**src/rtl/fpu_pkg.sv**
```systemverilog
// Shared types and constants for the fpu command front-end.
package fpu_pkg;

    localparam int unsigned OP_W   = 6;
    localparam int unsigned RA_W   = 5;
    localparam int unsigned DATA_W = 32;
    localparam int unsigned TAG_W  = 4;

    localparam logic [OP_W-1:0] OP_LOADI = 6'b111110;
    localparam logic [OP_W-1:0] OP_LOADR = 6'b111101;
    localparam logic [OP_W-1:0] OP_OUT   = 6'b111000;

    typedef struct packed {
        logic [OP_W-1:0]   op;
        logic [RA_W-1:0]   x1;
        logic [RA_W-1:0]   x2;
        logic [RA_W-1:0]   y;
        logic [DATA_W-1:0] data;
        logic [TAG_W-1:0]  tag;
    } fpu_cmd_t;

    typedef enum logic [1:0] {
        IDLE,
        ISSUE,
        RESP
    } issuer_state_t;

endpackage

```
**src/rtl/fpu_cmd_fifo.sv**
```systemverilog
// Synchronous command FIFO; occupancy count separates full from empty.
module fpu_cmd_fifo
    import fpu_pkg::*;
#(
    parameter  int unsigned DEPTH = 8,
    localparam int unsigned CW    = $clog2(DEPTH + 1)
) (
    input  logic          clk,
    input  logic          rstn,
    input  logic          push,
    input  fpu_cmd_t      push_data,
    input  logic          pop,
    output fpu_cmd_t      head,
    output logic [CW-1:0] count
);

    localparam int unsigned AW = $clog2(DEPTH);

    fpu_cmd_t        mem [DEPTH];
    logic [AW-1:0]   wr_ptr;
    logic [AW-1:0]   rd_ptr;
    logic            push_ok;
    logic            pop_ok;

    assign push_ok = push && (count != CW'(DEPTH));
    assign pop_ok  = pop && (count != '0);
    assign head    = mem[rd_ptr];

    // Storage array; contents need no reset since count gates reads.
    always_ff @(posedge clk) begin
        if (push_ok) begin
            mem[wr_ptr] <= push_data;
        end
    end

    // Pointers wrap naturally at DEPTH; count tracks occupancy.
    always_ff @(posedge clk or negedge rstn) begin
        if (!rstn) begin
            wr_ptr <= '0;
            rd_ptr <= '0;
            count  <= '0;
        end else begin
            if (push_ok) begin
                wr_ptr <= wr_ptr + 1'b1;
            end
            if (pop_ok) begin
                rd_ptr <= rd_ptr + 1'b1;
            end
            unique case ({push_ok, pop_ok})
                2'b10:   count <= count + 1'b1;
                2'b01:   count <= count - 1'b1;
                default: count <= count;
            endcase
        end
    end

endmodule

```
**src/rtl/fpu_cmd_issuer.sv**
```systemverilog
// Queues fpu register-file commands and issues them one at a time over the
// fpu ready/valid handshake, returning tagged results or a timeout error.
module fpu_cmd_issuer #(
    parameter  int unsigned DEPTH   = 8,
    parameter  int unsigned OP_W    = 6,
    parameter  int unsigned RA_W    = 5,
    parameter  int unsigned DATA_W  = 32,
    parameter  int unsigned TAG_W   = 4,
    parameter  int unsigned TIMEOUT = 1024,
    localparam int unsigned CW      = $clog2(DEPTH + 1)
) (
    input  logic              clk,
    input  logic              rstn,
    input  logic              cmd_valid,
    output logic              cmd_ready,
    input  logic [OP_W-1:0]   cmd_op,
    input  logic [RA_W-1:0]   cmd_x1,
    input  logic [RA_W-1:0]   cmd_x2,
    input  logic [RA_W-1:0]   cmd_y,
    input  logic [DATA_W-1:0] cmd_data,
    input  logic [TAG_W-1:0]  cmd_tag,
    output logic              fpu_ready,
    input  logic              fpu_valid,
    output logic [OP_W-1:0]   fpu_operation,
    output logic [RA_W-1:0]   fpu_x1,
    output logic [RA_W-1:0]   fpu_x2,
    output logic [RA_W-1:0]   fpu_y,
    output logic [DATA_W-1:0] fpu_in_data,
    input  logic              fpu_out_data1,
    input  logic [DATA_W-1:0] fpu_out_data32,
    output logic              rsp_valid,
    input  logic              rsp_ready,
    output logic [TAG_W-1:0]  rsp_tag,
    output logic              rsp_data1,
    output logic [DATA_W-1:0] rsp_data32,
    output logic              rsp_err,
    output logic [CW-1:0]     count,
    output logic              busy
);

    import fpu_pkg::*;

    localparam int unsigned TW = (TIMEOUT > 1) ? $clog2(TIMEOUT) : 1;

    issuer_state_t     state, state_d;
    fpu_cmd_t          push_data, head, issue_q, issue_d;
    logic              pop;
    logic              fpu_ready_d;
    logic [TW-1:0]     timer_q, timer_d;
    logic              rsp_valid_d, rsp_err_d, rsp_data1_d;
    logic [TAG_W-1:0]  rsp_tag_d;
    logic [DATA_W-1:0] rsp_data32_d;

    assign cmd_ready = (count < CW'(DEPTH));
    assign push_data = '{op: cmd_op, x1: cmd_x1, x2: cmd_x2, y: cmd_y,
                         data: cmd_data, tag: cmd_tag};

    fpu_cmd_fifo #(
        .DEPTH (DEPTH)
    ) u_fifo (
        .clk       (clk),
        .rstn      (rstn),
        .push      (cmd_valid && cmd_ready),
        .push_data (push_data),
        .pop       (pop),
        .head      (head),
        .count     (count)
    );

    assign fpu_operation = issue_q.op;
    assign fpu_x1        = issue_q.x1;
    assign fpu_x2        = issue_q.x2;
    assign fpu_y         = issue_q.y;
    assign fpu_in_data   = issue_q.data;
    assign busy          = (state != IDLE) || (count != '0);

    // Next-state and next-output logic; every output is registered below.
    always_comb begin
        state_d      = state;
        issue_d      = issue_q;
        pop          = 1'b0;
        fpu_ready_d  = fpu_ready;
        timer_d      = timer_q;
        rsp_valid_d  = rsp_valid;
        rsp_err_d    = rsp_err;
        rsp_tag_d    = rsp_tag;
        rsp_data1_d  = rsp_data1;
        rsp_data32_d = rsp_data32;
        unique case (state)
            IDLE: begin
                if (count != '0) begin
                    pop         = 1'b1;
                    issue_d     = head;
                    fpu_ready_d = 1'b1;
                    timer_d     = '0;
                    state_d     = ISSUE;
                end
            end
            ISSUE: begin
                if (fpu_valid) begin
                    rsp_data1_d  = fpu_out_data1;
                    rsp_data32_d = fpu_out_data32;
                    rsp_tag_d    = issue_q.tag;
                    rsp_err_d    = 1'b0;
                    fpu_ready_d  = 1'b0;
                    rsp_valid_d  = 1'b1;
                    state_d      = RESP;
                end else if ((TIMEOUT != 0) && (timer_q == TW'(TIMEOUT - 1))) begin
                    rsp_data1_d  = 1'b0;
                    rsp_data32_d = '0;
                    rsp_tag_d    = issue_q.tag;
                    rsp_err_d    = 1'b1;
                    fpu_ready_d  = 1'b0;
                    rsp_valid_d  = 1'b1;
                    state_d      = RESP;
                end else begin
                    timer_d = timer_q + 1'b1;
                end
            end
            RESP: begin
                if (rsp_ready) begin
                    rsp_valid_d = 1'b0;
                    state_d     = IDLE;
                end
            end
            default: state_d = IDLE;
        endcase
    end

    // State, issue registers, timer and response registers.
    always_ff @(posedge clk or negedge rstn) begin
        if (!rstn) begin
            state      <= IDLE;
            issue_q    <= '0;
            fpu_ready  <= 1'b0;
            timer_q    <= '0;
            rsp_valid  <= 1'b0;
            rsp_err    <= 1'b0;
            rsp_tag    <= '0;
            rsp_data1  <= 1'b0;
            rsp_data32 <= '0;
        end else begin
            state      <= state_d;
            issue_q    <= issue_d;
            fpu_ready  <= fpu_ready_d;
            timer_q    <= timer_d;
            rsp_valid  <= rsp_valid_d;
            rsp_err    <= rsp_err_d;
            rsp_tag    <= rsp_tag_d;
            rsp_data1  <= rsp_data1_d;
            rsp_data32 <= rsp_data32_d;
        end
    end

endmodule

```
**config.mk**
```make
export PLATFORM = sky130hd
export DESIGN_NAME = fpu_cmd_issuer
export DESIGN_NICKNAME = d
export VERILOG_FILES = /design/src/rtl/fpu_pkg.sv /design/src/rtl/fpu_cmd_fifo.sv /design/src/rtl/fpu_cmd_issuer.sv
export SDC_FILE = /design/constraint.sdc
export NUM_CORES = 1
export LEC_CHECK = 0
export ABC_AREA = 1
export CAP_MARGIN = 10
export CORE_MARGIN = 1
export CORE_UTILIZATION = 24
export CTS_BUF_LIST = sky130_fd_sc_hd__clkbuf_4 sky130_fd_sc_hd__clkbuf_8
export CTS_CLUSTER_SIZE = 30
export DETAILED_ROUTE_END_ITERATION = 16
export PLACE_DENSITY = 0.49
export SLEW_MARGIN = 20
export SYNTH_ARGS = -nofsm -noshare
export SYNTH_HDL_FRONTEND = slang
export SYNTH_SLANG_ARGS = --single-unit
```
**constraint.sdc**
```tcl
create_clock -name clk -period 3.5 [get_ports clk]
set_input_delay 1.05 -clock clk [delete_from_list [all_inputs] [get_ports clk]]
set_output_delay 1.05 -clock clk [all_outputs]
set_load 0.03 [all_outputs]
```
Word level (Yosys, flattened, before mapping)
Memory sizes are Yosys's and may differ from the RTL's. A register that Yosys moved wholly into a read port is not among the register bits.
Index checks and enable logic that the tools add are counted.
- memory bits (read-only): 0
- flip-flop bits (word level): 62
- word-level logic and storage cells: 75
- memories: 1
- latch bits: 0
- bits in writable memories: 456
- output and inout port bits: 99
- memories (name ; depth ; bits a word ; rd ports ; clocked after memory_dff ; write ports ; line ; RTL):
    u_fifo.mem ; 8 ; 57 ; 1 ; 1 ; 1 ; fpu_cmd_fifo.sv:19 ; fpu_cmd_t mem [DEPTH];
- bitwise operators: 0
- multipliers: 0
- div/mod/pow operators: 0
- eq/ne operators: 11
- reductions and logical operators: 18
- add/sub/neg operators: 5
- multiplexer cells: 28
- shift-type cells: 0
- magnitude comparators: 1
- operators by type and width (kind ; count):
    $mux W32 ; 2
    $mux W10 ; 3
    $pmux W10 S2 ; 1
    $mux W1 ; 12
    $add A10 B1 Y10 const B ; 1
    $eq A10 B10 Y1 const B ; 1
    $reduce_bool A2 Y1 ; 5
    $reduce_and A3 Y1 ; 3
    $mux W2 ; 4
    $mux W4 ; 2
    $ne A2 B2 Y1 const B ; 4
    $pmux W4 S2 ; 1
    $add A3 B1 Y3 const B ; 2
    $pmux W2 S3 ; 1
    $add A4 B1 Y4 const B ; 1
    $eq A2 B1 Y1 const B ; 2
    $eq A2 B2 Y1 const B ; 2
    $lt A4 B4 Y1 const B ; 1
    $ne A4 B4 Y1 const B ; 1
    $pmux W1 S2 ; 2
    $reduce_and A2 Y1 ; 2
    $reduce_and A4 Y1 ; 1
    $reduce_bool A4 Y1 ; 1
    $sub A4 B1 Y4 const B ; 1
    other kinds (5) ; 7

Depth between registers and ports, before layout
- depth in word-level cells: 6
- mapped depth: 14
- gate-level depth less buffers: 13

Cells and area by module
A second synthesis with hierarchy kept.
- cell total of the unflattened synthesis: 2609
- area total of the unflattened synthesis: 25071.5 um2
- modules (own cells, without submodules) (module ; cells each ; instances ; area an instance (um2) ; sequential area each (um2)):
    fpu_cmd_fifo ; 2052 ; 1 ; 20248.2 ; 13943.4
    fpu_cmd_issuer ; 557 ; 1 ; 4823.4 ; 2727.6

Worst setup path after synthesis
Ideal clock, no wire load.
- kind: input port to flip-flop
- from: input cmd_valid
- to: memory u_fifo.mem[0][0] (netlist name) (enable)
- data arrival time: 3.885 ns
- setup slack: -0.857 ns
- stages on the path: 3
- buffers on the path: 0
- path through: nand2_1 > or2_2 > nor2_1
- cells in the longest elaborated chain, start to end: 4
- ends and longest elaborated chain (what ; line ; RTL):
    start, declared ; fpu_cmd_issuer.sv:14 ; input logic cmd_valid,
    $logic_and A1 B1 Y1 ; fpu_cmd_issuer.sv:63 ; .push (cmd_valid && cmd_ready),
    $logic_and A1 B1 Y1 ; fpu_cmd_fifo.sv:25 ; assign push_ok = push && (count != CW'(DEPTH));
    $mux W1 ; fpu_cmd_fifo.sv:31 ; if (push_ok) begin
    $mux W1 (implied by the code) ; fpu_cmd_fifo.sv:32 ; mem[wr_ptr] <= push_data;
    end, declared ; fpu_cmd_fifo.sv:19 ;
No other way between the ends.

Worst setup path after layout
- from: register state[1]
- to: output busy
- cells in the longest elaborated chain, start to end: 2
- ends and longest elaborated chain (what ; line ; RTL):
    start, declared ; fpu_cmd_issuer.sv:45 ; issuer_state_t state, state_d;
    start signal, assigned ; fpu_cmd_issuer.sv:143 ; state <= state_d;
    $reduce_bool A2 Y1 ; fpu_cmd_issuer.sv:75 ; assign busy = (state != IDLE) || (count != '0);
    $logic_or A1 B1 Y1 ; fpu_cmd_issuer.sv:75 ;
    end, declared ; fpu_cmd_issuer.sv:38 ; output logic busy
No other way between the ends.

==> metrics.txt <==
I/O pins=194; crit path max fanout=4; Syn Area/Cell=11.8 um2; Post-CTS Hold Buffers=0; Synth Instances=1,966; hold_ws=0.440 ns; Max-slew headroom=42.3%; GR Layer Usage met2=19.8%; first-pass GRT wire length=91,700 um; worst setup margin=between 0.3 and 0.4 ns; vias in the first global route=15,200; Initial Util=24.3%; fin nets=2,239; vias per inst=between 4 and 5; IO Port Bufs=about 190; R2R Path End=u_fifo.mem[0][20]$_DFFE_PP_; Cell Rows=113; commonest non-fill, non-tap cell in the layout=edfxtp_1; Final min period=3.18 ns; Pleak=0.0104 uW; most frequent cells in the layout=456 x edfxtp_1, 332 x nand2_1, 324 x nor2_1, 192 x clkdlybuf4s50_1, 187 x nand3_1; largest net degree at the start of global routing=145; DRC=0; clk root buf=clkbuf_8; Util after Layout=29.7%; Netlist cell types=31; routed wire length=59,900 um; Slew @ Worst Pin=0.866 ns; Clock Sink Count=575; Setup Buffers After CTS=0; Synth area leaders=edfxtp_1 59%, dfrtp_1 13%, nand2_1 5.4%, nor2_1 5.4%, nand3_1 4.0%; gr ovfl total=0; Final Skew=slightly below 0.04 ns; clk slew on worst S/H paths=0.07 ns; Wirelength per Cell=17.2 um; CTS resizes=0; Worst R2R Setup Slack=1.17 ns; status=finished clean; VDD IR max=around 590 uV; reg2reg path depth=5; cell area after synthesis=23,200 um2; number of setup violations in the final report=0; final instance area=28,400 um2; drt first pass iters=5; Synth Register Bits=575; CTS tree=built; FF-to-FF Start=u_fifo.count[3]$_DFFE_PN0P_; core area=~95,000 um2; area share of the largest cell type after synthesis=58.9%; Final Slew Violations=0; final hold violations=0; layout cells sized above 1=11.3%; DRT iter0 DRCs=960; met3 Use GR=3.67%; final period utilization=around 91%; placed cell area=26,300 um2; GRT Resource Usage Total=12.2%; later-pin clock latency in the skew report=approximately 0.7 ns; Ys Warns=0; DRT antenna net count=0; CTS Buf Count=96; Setup CP Type=register to primary output; chip width=313 um; fmax=about 310 MHz; Max Cap Viol=0; worst min-delay path category=input port to asynchronous set/reset pin; CP Capture Type=primary output; met1 Usage GRT=15.5%; register area share after synthesis=a little under three quarters; crit start category=register; CP Data Required Time=2.45 ns; synth-to-layout area growth=22.1%; routability cong.=0.812; busiest grt layer=met2; detailed placer's ending HPWL=36,600 um; initial antenna violation count=11; Vias=14,700; full die area=98,100 um2; Die Height=approximately 310 um; pre-CTS setup slack=0.214 ns; P per Cell Area=870 nW/um2; Mapped Nets=2,067; Longest Clk Path Bufs=3; CP Data Arrival Time=2.13 ns; cell taking the most area after synthesis=edfxtp_1; H-tree levels=3; RSZ-0062 raised after global routing=false
final cells by class:
| cell class | count | area (um2) |
|---|---|---|
| Tap cell | 1265 | 1580 |
| Clock inverter | 51 | 397 |
| Timing Repair Buffer | 234 | 2470 |
| Multi-Input combinational cell | 1150 | 5280 |
| Inverter | 81 | 317 |
| Clock buffer | 128 | 1630 |
| Antenna cell | 3 | 7.51 |
| Sequential cell | 575 | 16700 |
| Fill cell | 9667 | 67100 |
worst max path at each step:
stage	start	endpoint	slack (ns)	cells after the start
2_1_floorplan	cmd_valid	u_fifo.mem[0][0]$_DFFE_PP_	-0.86	3
5_1_grt	state[1]$_DFFE_PN0P_	busy	0.17	3
6_report	state[1]$_DFFE_PN0P_	busy	0.32	3
4_1_cts	state[1]$_DFFE_PN0P_	busy	0.22	3
3_3_place_gp	cmd_valid	u_fifo.mem[0][24]$_DFFE_PP_	0.23	5
3_5_place_dp	cmd_valid	u_fifo.mem[0][30]$_DFFE_PP_	0.21	5
synth_stat cells, drive strengths merged:
library cell / number
nand3: 187
dfrtp: 119
nor2: 364
clkbuf: 26
edfxtp: 456
a21o: 1
buf: 134
nand4: 2
inv: 81
or2: 2
nand2: 335
o21ai: 181
xor2: 5
and3: 1
a21oi: 3
and2: 1
xnor2: 4
ha: 6
o21a: 1
o211ai: 57
routing by layer:
layer  up-vias  share of wire (%)  routed length [um]
met5         -               0.14                  85
met4        14                2.5                1480
met3       114                7.0                4210
met2       378                 47               27900
met1      7138                 44               26200
li1       7063                  -                   -
kinds of logic after synthesis:
logic type               count (synthesis)  share of synthesized area (%)
AND/OR/NAND/NOR                        892                           15.9
adder cells (fa/ha/maj)                  6                          0.323
flip-flops                             575                           71.8
XOR/XNOR                                 9                          0.339
buffers and inverters                  241                           5.81
AO/OA/AOI/OAI                          243                           5.89
worst max-delay path, cell delays in order (launching register included):
cell and delay, ns:
dfrtp_1 0.42, nor2_1 0.28, nand4_1 0.13, clkdlybuf4s50_1 0.61
through the flow:
step                      power, uW  setup TNS, ns  instances
final                         24700              0       3487
after global routing          26400              0       3486
after CTS                     25200              0       3484
after detailed placement      18800              0       3305
after global placement        18700              0       3305
after floorplan               15800        -195.42       1966
sequential cells by signal (all words and copies together) (netlist names):
name / count
rsp_err: 1
fpu_x2: 5
fpu_x1: 5
u_fifo.rd_ptr: 3
fpu_operation: 6
timer_q: 10
rsp_valid: 1
rsp_data32: 32
fpu_in_data: 32
u_fifo.count: 4
rsp_data1: 1
u_fifo.wr_ptr: 3
fpu_y: 5
rsp_tag: 4
u_fifo.mem: 456
state: 2
fpu_ready: 1
issue_q: 4
power breakdown:
part | internal [uW] | leakage (uW) | total, uW | switching [uW]
Clock | 3430 | 0.00105 | 6190 | 2770
Sequential | 8720 | 0.00562 | 9250 | 530
Combinational | 3010 | 0.00374 | 9220 | 6210
No activity file was read; power rests on OpenSTA's default activity.
